## src/rtl/cpu_trap_ctrl.sv

```systemverilog
// Trap sequencer sitting between the pipeline and the supervisor CSR file.
// Accepts one trap (exception, SRET or interrupt) at a time, drains and
// flushes the pipeline, strobes the CSR file, then redirects fetch.
module cpu_trap_ctrl #(
  parameter int unsigned DRAIN_TIMEOUT = 16
) (
  input  logic        clk_i,
  input  logic        rst_ni,
  input  logic        exc_req_i,
  input  logic [31:0] exc_cause_in_i,
  input  logic [31:0] exc_pc_in_i,
  input  logic [31:0] exc_value_in_i,
  input  logic        sret_req_i,
  input  logic        inst_boundary_i,
  input  logic [31:0] next_pc_i,
  input  logic        has_intr_i,
  input  logic        pipe_idle_i,
  input  logic [31:0] exc_handler_addr_i,
  input  logic [31:0] exc_continue_addr_i,
  input  logic        redir_ready_i,
  output logic        pipe_stall_o,
  output logic        pipe_flush_o,
  output logic        csr_exception_o,
  output logic        csr_interrupt_o,
  output logic        csr_exc_leave_o,
  output logic [31:0] csr_exc_cause_o,
  output logic [31:0] csr_exc_pc_o,
  output logic [31:0] csr_exc_value_o,
  output logic        redir_valid_o,
  output logic [31:0] redir_addr_o,
  output logic        busy_o,
  output logic        drain_timeout_o
);

  localparam int unsigned CntW = (DRAIN_TIMEOUT > 1) ? $clog2(DRAIN_TIMEOUT + 1) : 1;
  localparam logic [CntW-1:0] CntMax = CntW'(DRAIN_TIMEOUT - 1);

  typedef enum logic [1:0] {
    StIdle,
    StDrain,
    StCommit,
    StRedirect
  } state_e;

  typedef enum logic [1:0] {
    KindExc,
    KindInt,
    KindRet
  } kind_e;

  state_e          state_q, state_d;
  kind_e           kind_q, kind_d;
  logic [31:0]     cause_q, cause_d;
  logic [31:0]     pc_q, pc_d;
  logic [31:0]     value_q, value_d;
  logic [CntW-1:0] drainCnt_q, drainCnt_d;
  logic            drainTimeout_q, drainTimeout_d;
  logic [31:0]     redirAddr_q, redirAddr_d;
  logic            redirFirst_q, redirFirst_d;
  logic            flushNow;
  logic [31:0]     targetAddr;

  // Redirect target follows the CSR file: handler for entries, saved EPC for SRET.
  always_comb begin
    targetAddr = 32'h0;
    if (kind_q == KindRet) begin
      targetAddr = exc_continue_addr_i & 32'hFFFF_FFFC;
    end else begin
      targetAddr = exc_handler_addr_i & 32'hFFFF_FFFC;
    end
  end

  // Next-state logic: arbitration in IDLE, drain counting, commit and redirect handshake.
  always_comb begin
    state_d        = state_q;
    kind_d         = kind_q;
    cause_d        = cause_q;
    pc_d           = pc_q;
    value_d        = value_q;
    drainCnt_d     = drainCnt_q;
    drainTimeout_d = drainTimeout_q;
    redirAddr_d    = redirAddr_q;
    redirFirst_d   = 1'b0;
    flushNow       = 1'b0;
    case (state_q)
      StIdle: begin
        if (exc_req_i) begin
          kind_d     = KindExc;
          cause_d    = exc_cause_in_i;
          pc_d       = exc_pc_in_i;
          value_d    = exc_value_in_i;
          flushNow   = 1'b1;
          drainCnt_d = '0;
          state_d    = StDrain;
        end else if (sret_req_i) begin
          kind_d     = KindRet;
          flushNow   = 1'b1;
          drainCnt_d = '0;
          state_d    = StDrain;
        end else if (has_intr_i && inst_boundary_i) begin
          kind_d     = KindInt;
          cause_d    = 32'h0;
          pc_d       = next_pc_i;
          value_d    = 32'h0;
          flushNow   = 1'b1;
          drainCnt_d = '0;
          state_d    = StDrain;
        end
      end
      StDrain: begin
        drainCnt_d = drainCnt_q + CntW'(1);
        if (pipe_idle_i) begin
          state_d = StCommit;
        end else if (drainCnt_q == CntMax) begin
          state_d        = StCommit;
          drainTimeout_d = 1'b1;
        end
      end
      StCommit: begin
        state_d      = StRedirect;
        redirFirst_d = 1'b1;
      end
      StRedirect: begin
        if (redirFirst_q) begin
          redirAddr_d = targetAddr;
        end
        if (redir_ready_i) begin
          state_d = StIdle;
        end
      end
      default: begin
        state_d = StIdle;
      end
    endcase
  end

  // State and latch registers, cleared immediately when reset is asserted.
  always_ff @(posedge clk_i or negedge rst_ni) begin
    if (!rst_ni) begin
      state_q        <= StIdle;
      kind_q         <= KindExc;
      cause_q        <= 32'h0;
      pc_q           <= 32'h0;
      value_q        <= 32'h0;
      drainCnt_q     <= '0;
      drainTimeout_q <= 1'b0;
      redirAddr_q    <= 32'h0;
      redirFirst_q   <= 1'b0;
    end else begin
      state_q        <= state_d;
      kind_q         <= kind_d;
      cause_q        <= cause_d;
      pc_q           <= pc_d;
      value_q        <= value_d;
      drainCnt_q     <= drainCnt_d;
      drainTimeout_q <= drainTimeout_d;
      redirAddr_q    <= redirAddr_d;
      redirFirst_q   <= redirFirst_d;
    end
  end

  // The first REDIRECT cycle shows the freshly updated CSR value; later cycles hold the captured copy.
  always_comb begin
    redir_addr_o = 32'h0;
    if (state_q == StRedirect) begin
      redir_addr_o = redirFirst_q ? targetAddr : redirAddr_q;
    end
  end

  assign pipe_flush_o    = flushNow && rst_ni;
  assign busy_o          = (state_q != StIdle);
  assign pipe_stall_o    = (state_q != StIdle);
  assign csr_exception_o = (state_q == StCommit) && (kind_q != KindRet);
  assign csr_interrupt_o = (state_q == StCommit) && (kind_q == KindInt);
  assign csr_exc_leave_o = (state_q == StCommit) && (kind_q == KindRet);
  assign csr_exc_cause_o = cause_q;
  assign csr_exc_pc_o    = pc_q;
  assign csr_exc_value_o = value_q;
  assign redir_valid_o   = (state_q == StRedirect);
  assign drain_timeout_o = drainTimeout_q;

endmodule

```

## config.mk

```make
export PLATFORM = sky130hd
export DESIGN_NAME = cpu_trap_ctrl
export DESIGN_NICKNAME = d
export VERILOG_FILES = /design/src/rtl/cpu_trap_ctrl.sv
export SDC_FILE = /design/constraint.sdc
export NUM_CORES = 1
export LEC_CHECK = 0
export BUFFER_PORTS_ARGS = -buffer_cell sky130_fd_sc_hd__buf_4
export CAP_MARGIN = 15
export CORE_AREA = 5 5 127 129
export CTS_CLUSTER_SIZE = 16
export DETAILED_ROUTE_END_ITERATION = 12
export DIE_AREA = 0 0 132 134
export PLACE_DENSITY = 0.85
export SYNTH_ARGS = -nofsm -noshare
export SYNTH_HDL_FRONTEND = slang
export SYNTH_SLANG_ARGS = --single-unit
```

## constraint.sdc

```tcl
create_clock -name clk_i -period 4.75 [get_ports clk_i]
set_input_delay 0.95 -clock clk_i [delete_from_list [all_inputs] [get_ports clk_i]]
set_output_delay 0.95 -clock clk_i [all_outputs]
set_load 0.05 [all_outputs]
```

==> run_results.csv, run 1 <==
group,metric,value,unit
status,status,"finished, final reports clean",
finish,final_nets,1037,
detailed_routing,drc,0,
floorplan,num_io_pins,336,
sta,fin_skew,0.008467,ns
floorplan,die_y,134,µm
sta,grt_setup_unrepaired,"false",
worst_setup_path,slowest_stage,"nor2b_4",
logic_synthesis,syn_nets,726,
worst_setup_path,cp_cell_sequence,"nor2b_4 -> mux2i_1 -> a211oi_1 -> buf_4",
sta,relSlewSlack,0.2634,
job,maxCapViolCount,0,
cts,hold_buffers,0,
logic_synthesis,synthesis.area,6296,µm²
placed_design,io_buffers,331,
logic_synthesis,yosysMostFrequentCell,"dfrtp_1",
logic_synthesis,seq_area_frac_synth,0.5525,
cts,cts_resized,0,
worst_setup_path,cp_data_arrival_time,2.60,ns
sta,timing.final.crit_share,0.7465,
global_routing,grt_start_max_net_pins,77,
floorplan,die_area,17690,µm²
logic_synthesis,synth-seq-cells,139,
cts,cts_root_buf,"clkbuf_16",
logic_synthesis,synth_commonest_cells,"139 x dfrtp_1, 67 x nor2_1, 66 x a22o_1",
worst_setup_path,start_kind,"flip-flop",
logic_synthesis,synthCells,520,
floorplan,coreArea,14920,µm²
cts,clk_pin_slew,0.06,ns
sta,layout_min_cycle_time,3.546,ns
worst_setup_path,cp_max_fo,32,
placed_design,dp_slack,1.611,ns
pwr,netSwitchingFraction,0.4853,
sta,finalSetupViolCount,0,
worst_setup_path,path_class,"reg -> out",
detailed_routing,route.final.wire_length,18230,µm
worst_setup_path,critPathCaptureType,"output pin",
logic_synthesis,synth.distinct_cells,31,
global_routing,first_global_vias,5627,
detailed_routing,post_drt_wl_per_cell,17.68,µm
detailed_routing,first_pass_iters,5,
sta,timing.fmax,282.0,MHz
worst_setup_path,reg2reg_depth,3,
finish,layout-drive-gt1-share,0.5160,
pwr,p_int,3.965,mW
sta,fin_tns_setup,0,ns
cts,max-clock-path-buffers,2,
global_routing,antenna_found_initial,0,
floorplan,die_w,132,µm
sta,tightestPinTransition,1.103,ns
logic_synthesis,synth.avg_cell_area,12.11,µm²
sta,setup_ws,1.204,ns
worst_setup_path,crit_family,"simple AND/OR/NAND/NOR gates",
logic_synthesis,synthArstFlopShare,1.000,
worst_setup_path,worstReg2RegStart,"redirFirst_q",
worst_hold_path,min_to,"redirAddr_q[1]",
placed_design,place_hpwl,13610,µm
global_routing,grt_usage,0.2041,
pwr,p_leak,4.676,nW
sta,final-hold-violation-count,0,
floorplan,rows,45,
logic_synthesis,yosysWarnings,0,
detailed_routing,antenna_left,0,
pwr,seqPwrFrac,0.267,
pwr,peakVddDrop,0.5356,mV
pwr,p_sw,3.738,mW
detailed_routing,drt_iter0_drc,214,
worst_hold_path,hold_depth,1,
worst_setup_path,worst-r2r-setup-slack,2.30,ns
worst_hold_path,worst_hold_path_type,"reg -> reg",
detailed_routing,num_vias,5328,
worst_setup_path,timing.rr.end,"redirAddr_q[22]",
sta,slew_violations,0,
floorplan,start_util,0.4220,
detailed_routing,vias_per_cell,5.168,
finish,nFillCells,1215,
worst_setup_path,worst-path-buf-inv,1,
logic_synthesis,synth-edff-count,0,
finish,n_antenna_cell,0,
global_routing,grt_remaining_overflow,0,
cts,numCtsBuffers,17,
finish,area.growth.synth_to_final,49.82,%
logic_synthesis,synth_ff_type,"dfrtp_1",
pwr,combPwrFrac,0.566,
cts,clock_latency,0.41,ns
logic_synthesis,synth_top_cell_area_share,0.5525,
worst_hold_path,hold_start,"redirAddr_q[1]",
cts,cts_tree,"built",
placed_design,place.gp.congestion,0.7816,
global_routing,grt_pass1_wl,29160,µm
worst_setup_path,max_stage_delay,0.91,ns
worst_setup_path,required,3.80,ns
cts,clkSinkCount,139,
logic_synthesis,synth_area_leaders,"dfrtp_1 55%, mux2_2 11%, a22o_1 9.2%, mux2i_1 5.1%, nor2_1 4.0%",
pwr,clockPowerShare,0.167,
logic_synthesis,yosysTopAreaCell,"dfrtp_1",
cts,cts_setup_buffers,0,
pwr,powerDensity,816.6,nW/µm²
cts,htree_levels,4,
==> cells in the final DEF, fill, tap and decap left out, types with 3 or more instances in the layout <==
cell type	netlist	routed
buf_4	11	335
dfrtp_1	139	138
nor2_1	67	67
a22o_1	66	66
mux2_2	62	62
mux2i_1	32	32
a211oi_1	30	30
a21oi_1	30	30
clkbuf_16	0	17
inv_1	8	8
ha_1	6	6
nand2_1	5	5
nor3b_1	4	4
mux2_1	4	4
clkinv_2	0	4
and3_1	3	3
nor2b_1	4	3
clkinv_4	0	3
==> layout make-up <==
type	instances	area, µm²	area share
Inverter	8	30.03	0.003183
Timing Repair Buffer	336	2526	0.2678
Sequential cell	139	3480	0.3689
Tap cell	188	235.2	0.02494
Clock buffer	20	456.7	0.04841
Multi-Input combinational cell	329	2584	0.2739
Clock inverter	11	121.4	0.01287
==> worst register-to-register path, cell delays in order, from the launching register on <==
cell and delay [ns]:
dfrtp_2 0.86, buf_4 0.35, and2_2 0.87, a21oi_1 0.21
==> stage by stage <==
stage	instances	utilization	area, µm²	power, mW	hold WS (ns)
finish	1031	0.6322	9433	7.703	0.4896
floorplan	520	-	6296	5.117	0.4553
global route	1031	0.6322	9433	8.076	0.5041
global placement	1000	0.5935	8855	6.361	0.4542
CTS	1031	0.6322	9433	7.775	0.4949
detailed placement	1000	0.5935	8855	6.464	0.4771
==> how the worst max path moves through the flow <==
stage	start	endpoint	slack, ns	cells after the start
after floorplan	state_q[1]	redir_addr_o[10]	1.36	4
final	kind_q[1]	redir_addr_o[9]	1.20	4
after CTS	kind_q[1]	redir_addr_o[27]	1.16	4
after detailed placement	kind_q[1]	redir_addr_o[27]	1.61	4
after global routing	kind_q[1]	redir_addr_o[9]	1.01	4
after global placement	kind_q[1]	redir_addr_o[9]	1.66	4
==> kinds of logic after synthesis <==
family	synth area share
adders and majority gates	0.01192
AOI/OAI and AO/OA	0.1669
DFF	0.5525
and+or+nand+nor	0.05982
buffers and inverters	0.03994
muxes	0.1689
==> registers in the layout, summed over array words and instances, names as in the netlist <==
signal and cells:
csr_exc_cause_o 32, csr_exc_pc_o 32, csr_exc_value_o 32, redirAddr_q 32, kind_q 2, redirFirst_q 1, drainCnt_q 5, drain_timeout_o 1
state_q 2
==> power groups by stage <==
stage / Sequential, mW / Clock, mW / Combinational [mW]
final: 2.06 / 1.29 / 4.36
after global routing: 2.12 / 1.37 / 4.59
after CTS: 2.05 / 1.32 / 4.41
after detailed placement: 2.05 / 0 / 4.41
after global placement: 2.03 / 0 / 4.33
after floorplan: 3.32 / 0 / 1.80
==> per-layer routing <==
layer | GRT usage | routed length, µm | part of all wire | vias to the layer above
met3 | 0.08665 | 1900 | 0.10 | 26
met2 | 0.3411 | 9086 | 0.50 | 249
met1 | 0.2350 | 6890 | 0.38 | 2537
met5 | 0 | 0 | 0 | -
li1 | - | - | - | 2516
met4 | 0.07371 | 356 | 0.020 | 0
(Power assumes the default switching activity.)
==> run 2, diff against run 1 <==
Settings changed: CORE_AREA 5 5 127 129 to default, CORE_MARGIN from default to 5, CORE_UTILIZATION from default to 41, DIE_AREA 0 0 132 134 to default.
Clock period 4.75 ns to 2.9 ns, I/O delays scaled along.
==> run 2 against run 1 <==
Non-clock buffer count increased by 7. Highest routed layer unchanged. Global-route usage decreased by 0.29 points. Via count increased by 0.94%. Die area increased by 1.4%. Total power increased by 66%. Largest power group unchanged. Wire length increased by 1.1%.
==> run_results.csv, run 2 (synthesized netlist as in run 1, its figures left out) <==
group,metric,value,unit
status,status,"finished, final reports clean",
finish,area.growth.synth_to_final,51.95,%
worst_hold_path,worst_hold_path_type,"in -> async",
cts,htree_levels,4,
pwr,powerDensity,1339,nW/µm²
global_routing,grt_remaining_overflow,0,
detailed_routing,drc,0,
pwr,p_sw,6.177,mW
detailed_routing,post_drt_wl_per_cell,17.72,µm
cts,max-clock-path-buffers,2,
cts,numCtsBuffers,17,
placed_design,place.gp.congestion,0.7983,
worst_setup_path,slowest_stage,"clkinvlp_2",
floorplan,die_w,133.9,µm
pwr,p_int,6.634,mW
detailed_routing,vias_per_cell,5.171,
floorplan,die_area,17930,µm²
placed_design,io_buffers,331,
finish,nFillCells,1222,
finish,layout-drive-gt1-share,0.5223,
pwr,peakVddDrop,0.7635,mV
floorplan,num_io_pins,336,
sta,timing.fmax,360.9,MHz
detailed_routing,drt_iter0_drc,184,
sta,final-hold-violation-count,0,
worst_setup_path,cp_max_fo,12,
floorplan,die_y,133.9,µm
cts,cts_root_buf,"clkbuf_16",
sta,relSlewSlack,0.4941,
cts,clk_pin_slew,0.06,ns
cts,hold_buffers,0,
sta,fin_skew,0.005751,ns
job,maxCapViolCount,0,
floorplan,start_util,0.4157,
floorplan,coreArea,15150,µm²
finish,post-route-util,0.6316,
worst_setup_path,cp_cell_sequence,"ha_1 -> clkinvlp_2 -> nor3b_1 -> buf_4",
cts,clock_latency,0.41,ns
worst_setup_path,path_class,"reg -> out",
placed_design,dp_cells,1005,
placed_design,placed_area,8942,µm²
worst_setup_path,crit_family,"buffers and inverters",
pwr,netSwitchingFraction,0.4822,
worst_setup_path,required,2.32,ns
finish,fin_cells,1040,
cts,clkSinkCount,139,
sta,timing.final.crit_share,0.9555,
global_routing,grt_start_max_net_pins,140,
cts,cts_tree,"built",
sta,layout_min_cycle_time,2.771,ns
finish,layout_common_cells,"338 x buf_4, 138 x dfrtp_1, 67 x nor2_1",
global_routing,first_global_vias,5605,
pwr,seqPwrFrac,0.260,
pwr,clockPowerShare,0.171,
sta,tightestPinTransition,0.7589,ns
sta,finalSetupViolCount,0,
finish,final_nets,1045,
global_routing,grt_pass1_wl,28850,µm
detailed_routing,first_pass_iters,4,
worst_setup_path,critPathCaptureType,"output pin",
pwr,combPwrFrac,0.570,
worst_setup_path,reg2reg_depth,5,
worst_setup_path,cp_num_cells,4,
placed_design,place_hpwl,13630,µm
detailed_routing,antenna_left,0,
sta,slew_violations,0,
detailed_routing,num_vias,5378,
finish,n_antenna_cell,0,
finish,final_common_cell,"buf_4",
worst_setup_path,cp_data_arrival_time,2.19,ns
worst_setup_path,worst-path-buf-inv,2,
global_routing,antenna_found_initial,0,
floorplan,rows,45,
worst_setup_path,max_stage_delay,0.47,ns
global_routing,grt_usage,0.2013,
detailed_routing,route.final.wire_length,18430,µm
pwr,p_leak,4.730,nW
finish,final_design_area_no_fill,9567,µm²
worst_setup_path,start_kind,"flip-flop",
[run 2: changes by cell type in the layout (fill, tap and decap cells not counted), moves of 2 or more]
cell        before  now
buf_4          335  338
inv_6            0    2
buf_12           0    4
clkinvlp_4       2    4
clkbuf_8         2    0
[run 2: final timing paths]
| kind | from | end | slack [ns] |
|---|---|---|---|
| min in group clk_i | exc_cause_in_i[27] | csr_exc_cause_o[27] | 0.38 |
| max in group asynchronous | rst_ni | redirFirst_q | 1.97 |
| worst min-delay path | rst_ni | csr_exc_cause_o[18] | 0.28 |
| worst max-delay path | state_q[1] | redir_addr_o[1] | 0.13 |
| worst max register to register | state_q[0] | csr_exc_cause_o[4] | 0.81 |
| worst min register to register | redirAddr_q[0] | redirAddr_q[0] | 0.50 |
[run 2: stage by stage]
step	TNS (ns)	hold WS [ns]	total power [mW]	setup slack [ns]
3_3_place_gp	0	0.4745	10.50	0.5854
4_1_cts	0	0.3570	12.90	0.09895
5_1_grt	-0.09876	0.3658	13.44	-0.01733
2_1_floorplan	-3.519	0.2844	8.382	-0.1173
3_5_place_dp	0	0.4814	10.65	0.5510
6_report	0	0.2764	12.81	0.1290
[run 2: power by group through the flow]
stage	Combinational, mW	Clock (mW)	Sequential (mW)
after floorplan	2.95	0	5.44
after global placement	7.21	0	3.29
after detailed placement	7.33	0	3.33
after CTS	7.33	2.24	3.33
after global routing	7.68	2.31	3.45
final	7.30	2.19	3.32
[run 2: area by class of cell]
cell class	count	area [µm²]	share of cell area
clock buffer	18	429.2	0.04486
clock inverter	14	171.4	0.01792
inverter	8	33.78	0.003531
multi-input combinational	329	2584	0.2701
sequential	139	3480	0.3637
tap	188	235.2	0.02459
timing repair buffer	343	2629	0.2748
timing repair inverter	1	5.005	0.0005231
[run 2: worst reg2reg max path, cell delays in order (launching register included)]
cell	delay [ns]
dfrtp_1	0.41
inv_1	0.11
ha_1	0.44
and2_2	0.58
buf_12	0.30
a22o_1	0.19
[run 2: timing repair]
action                                  4_1_cts  5_1_grt
gates resized for setup                       0        1
endpoints found under the hold margin         0        0
endpoints found under the setup margin        0        5
setup buffers                                 0        2
[run 2: per-layer routing]
| layer | vias up | routed length (µm) | part of all wire | GRT usage |
|---|---|---|---|---|
| li1 | 2528 | - | - | - |
| met2 | 239 | 9485 | 0.51 | 0.3509 |
| met4 | 0 | 258 | 0.014 | 0.05714 |
| met1 | 2589 | 6609 | 0.36 | 0.2252 |
| met5 | - | 0 | 0 | 0 |
| met3 | 22 | 2072 | 0.11 | 0.08627 |
==> run 3, diff against run 2 <==
Settings changed: ABC_AREA from default to 1, CORE_UTILIZATION 41 to 42, PLACE_DENSITY 0.85 to 0.86.
==> run 3 against run 2 <==
Utilization is 0.60 points higher. Clock power fell by 11%. Global-route usage increased by 2.3 points. Wire length up 12%. Die area is 1.9% higher. Total power down 8.3%. Flip-flop and latch count stayed put. Worst hold slack improved by 0.087 ns. Maximum frequency increased by 6.0%. Clock skew increased by 0.0023 ns. Critical path type unchanged.
==> run_results.csv, run 3 <==
group,metric,value,unit
worst_hold_path,worst_hold_path_type,"in -> reg",
finish,final_common_cell,"nand2_1",
worst_setup_path,worst-r2r-setup-slack,1.04,ns
finish,n_antenna_cell,0,
sta,timing.fmax,382.5,MHz
finish,fin_cells,1440,
finish,final_nets,1422,
global_routing,grt_usage,0.2240,
worst_setup_path,critPathCaptureType,"output pin",
sta,tightestPinTransition,0.8889,ns
floorplan,coreArea,15310,µm²
placed_design,place.gp.congestion,0.7867,
status,status,"finished, final reports clean",
pwr,p_leak,5.740,nW
global_routing,grt_start_max_net_pins,71,
logic_synthesis,synth.avg_cell_area,7.355,µm²
logic_synthesis,yosysMostFrequentCell,"nand2_1",
cts,numCtsBuffers,17,
logic_synthesis,synthArstFlopShare,1.000,
logic_synthesis,synth_ff_type,"dfrtp_1",
pwr,totalPowerFinal,11.75,mW
placed_design,dp_cells,1408,
cts,clock_latency,0.41,ns
global_routing,grt_use_met2,0.3985,
floorplan,num_io_pins,336,
worst_setup_path,reg2reg_depth,7,
worst_setup_path,cp_data_arrival_time,2.03,ns
worst_hold_path,hold_start,"exc_cause_in_i[6]",
worst_setup_path,start_kind,"flip-flop",
logic_synthesis,synth_top_cell_area_share,0.5284,
sta,timing.final.crit_share,0.9015,
cts,clk_pin_slew,0.06,ns
pwr,peakVddDrop,0.7440,mV
global_routing,grt_use_met3,0.08098,
floorplan,start_util,0.4298,
placed_design,io_buffers,331,
sta,finalSetupViolCount,0,
cts,max-clock-path-buffers,2,
job,maxCapViolCount,0,
floorplan,rows,45,
floorplan,die_area,18280,µm²
detailed_routing,drt_iter0_drc,247,
cts,clkSinkCount,139,
placed_design,place_hpwl,15550,µm
worst_setup_path,path_class,"reg -> out",
logic_synthesis,synth-seq-cells,139,
finish,area.growth.synth_to_final,48.36,%
cts,cts_resized,0,
worst_hold_path,hold_depth,3,
logic_synthesis,synth.distinct_cells,21,
sta,fin_skew,0.008089,ns
global_routing,grt_remaining_overflow,0,
worst_hold_path,min_to,"csr_exc_cause_o[6]",
cts,htree_levels,4,
placed_design,dp_slack,0.7228,ns
logic_synthesis,synth_area_leaders,"dfrtp_1 53%, nand2_1 27%, inv_1 6.0%, o21ai_0 4.9%, nand3_1 2.6%",
sta,relSlewSlack,0.4074,
global_routing,antenna_found_initial,0,
floorplan,die_w,135.2,µm
cts,cts_root_buf,"clkbuf_16",
worst_setup_path,worstReg2RegStart,"state_q[0]",
detailed_routing,drc,0,
finish,layout_common_cells,"479 x nand2_1, 342 x buf_4, 139 x dfrtp_1",
logic_synthesis,synthesis.area,6583,µm²
global_routing,grt_pass1_wl,32250,µm
logic_synthesis,synth_commonest_cells,"479 x nand2_1, 139 x dfrtp_1, 106 x inv_1",
global_routing,met1_usage,0.2523,
detailed_routing,vias_per_cell,4.526,
sta,setup_ws,0.2857,ns
detailed_routing,antenna_left,0,
detailed_routing,post_drt_wl_per_cell,14.35,µm
sta,layout_min_cycle_time,2.614,ns
cts,hold_buffers,0,
worst_setup_path,timing.rr.end,"csr_exc_cause_o[3]",
worst_setup_path,cp_max_fo,44,
sta,final-hold-violation-count,0,
worst_setup_path,required,2.32,ns
detailed_routing,route.final.wire_length,20660,µm
sta,grt_setup_unrepaired,"false",
detailed_routing,num_vias,6517,
logic_synthesis,yosysWarnings,0,
logic_synthesis,yosysTopAreaCell,"dfrtp_1",
detailed_routing,first_pass_iters,5,
global_routing,busiest_layer,"met2",
floorplan,die_y,135.2,µm
logic_synthesis,synthCells,895,
finish,layout-drive-gt1-share,0.3100,
global_routing,first_global_vias,6496,
pwr,powerDensity,1203,nW/µm²
logic_synthesis,synth-edff-count,0,
logic_synthesis,syn_nets,1101,
logic_synthesis,seq_area_frac_synth,0.5284,
sta,hold_ws,0.3639,ns
cts,cts_setup_buffers,0,
sta,slew_violations,0,
cts,cts_tree,"built",
run 3: logic make-up after synthesis:
family	share of synthesized area
adders and majority gates	0.01140
buffers and inverters	0.09713
DFF	0.5284
and+or+nand+nor	0.3125
AOI/OAI and AO/OA	0.05056
run 3: per-stage QoR:
step	area [µm²]	setup TNS [ns]	util
finish	9766	0	0.6377
global placement	9229	0	0.6026
detailed placement	9229	0	0.6026
CTS	9766	0	0.6377
floorplan	6583	-1.418	-
global route	9766	0	0.6377
run 3: per-layer routing:
| layer | wire length [µm] | vias to the layer above |
|---|---|---|
| met1 | 7643 | 2915 |
| li1 | - | 3318 |
| met3 | 2086 | 26 |
| met2 | 10550 | 258 |
| met5 | 0 | - |
| met4 | 375 | 0 |
run 3: final cells by class:
| type | instances | area [µm²] |
|---|---|---|
| Fill cell | 1345 | 5549 |
| Sequential cell | 139 | 3478 |
| Timing Repair Buffer | 344 | 2599 |
| Multi-Input combinational cell | 604 | 2472 |
| Clock buffer | 18 | 439.2 |
| Inverter | 110 | 415.4 |
| Tap cell | 211 | 264.0 |
| Clock inverter | 14 | 97.59 |
run 3: critical path: stages, from the launching register on:
cell,delay [ns]
dfrtp_1,0.40
ha_1,0.23
nand2_1,0.07
clkinv_1,0.06
buf_4,0.33
nand3_1,0.18
o21ai_0,0.11
buf_4,0.23
run 3: worst max-delay path by stage:
stage / startpoint / endpoint / slack [ns] / cells past startpoint
floorplan: state_q[0] / redir_addr_o[23] / -0.06 / 4
global placement: state_q[0] / redir_addr_o[31] / 0.75 / 7
detailed placement: state_q[0] / redir_addr_o[31] / 0.72 / 7
CTS: state_q[0] / redir_addr_o[31] / 0.25 / 7
global route: state_q[0] / redir_addr_o[31] / 0.09 / 7
finish: state_q[0] / redir_addr_o[4] / 0.29 / 7
run 3: power breakdown:
group	internal [mW]	leakage [nW]	total, mW	switching [mW]
combinational	1.84	3.76	6.54	4.70
sequential	2.83	1.73	3.27	0.446
clock	1.11	0.254	1.94	0.825
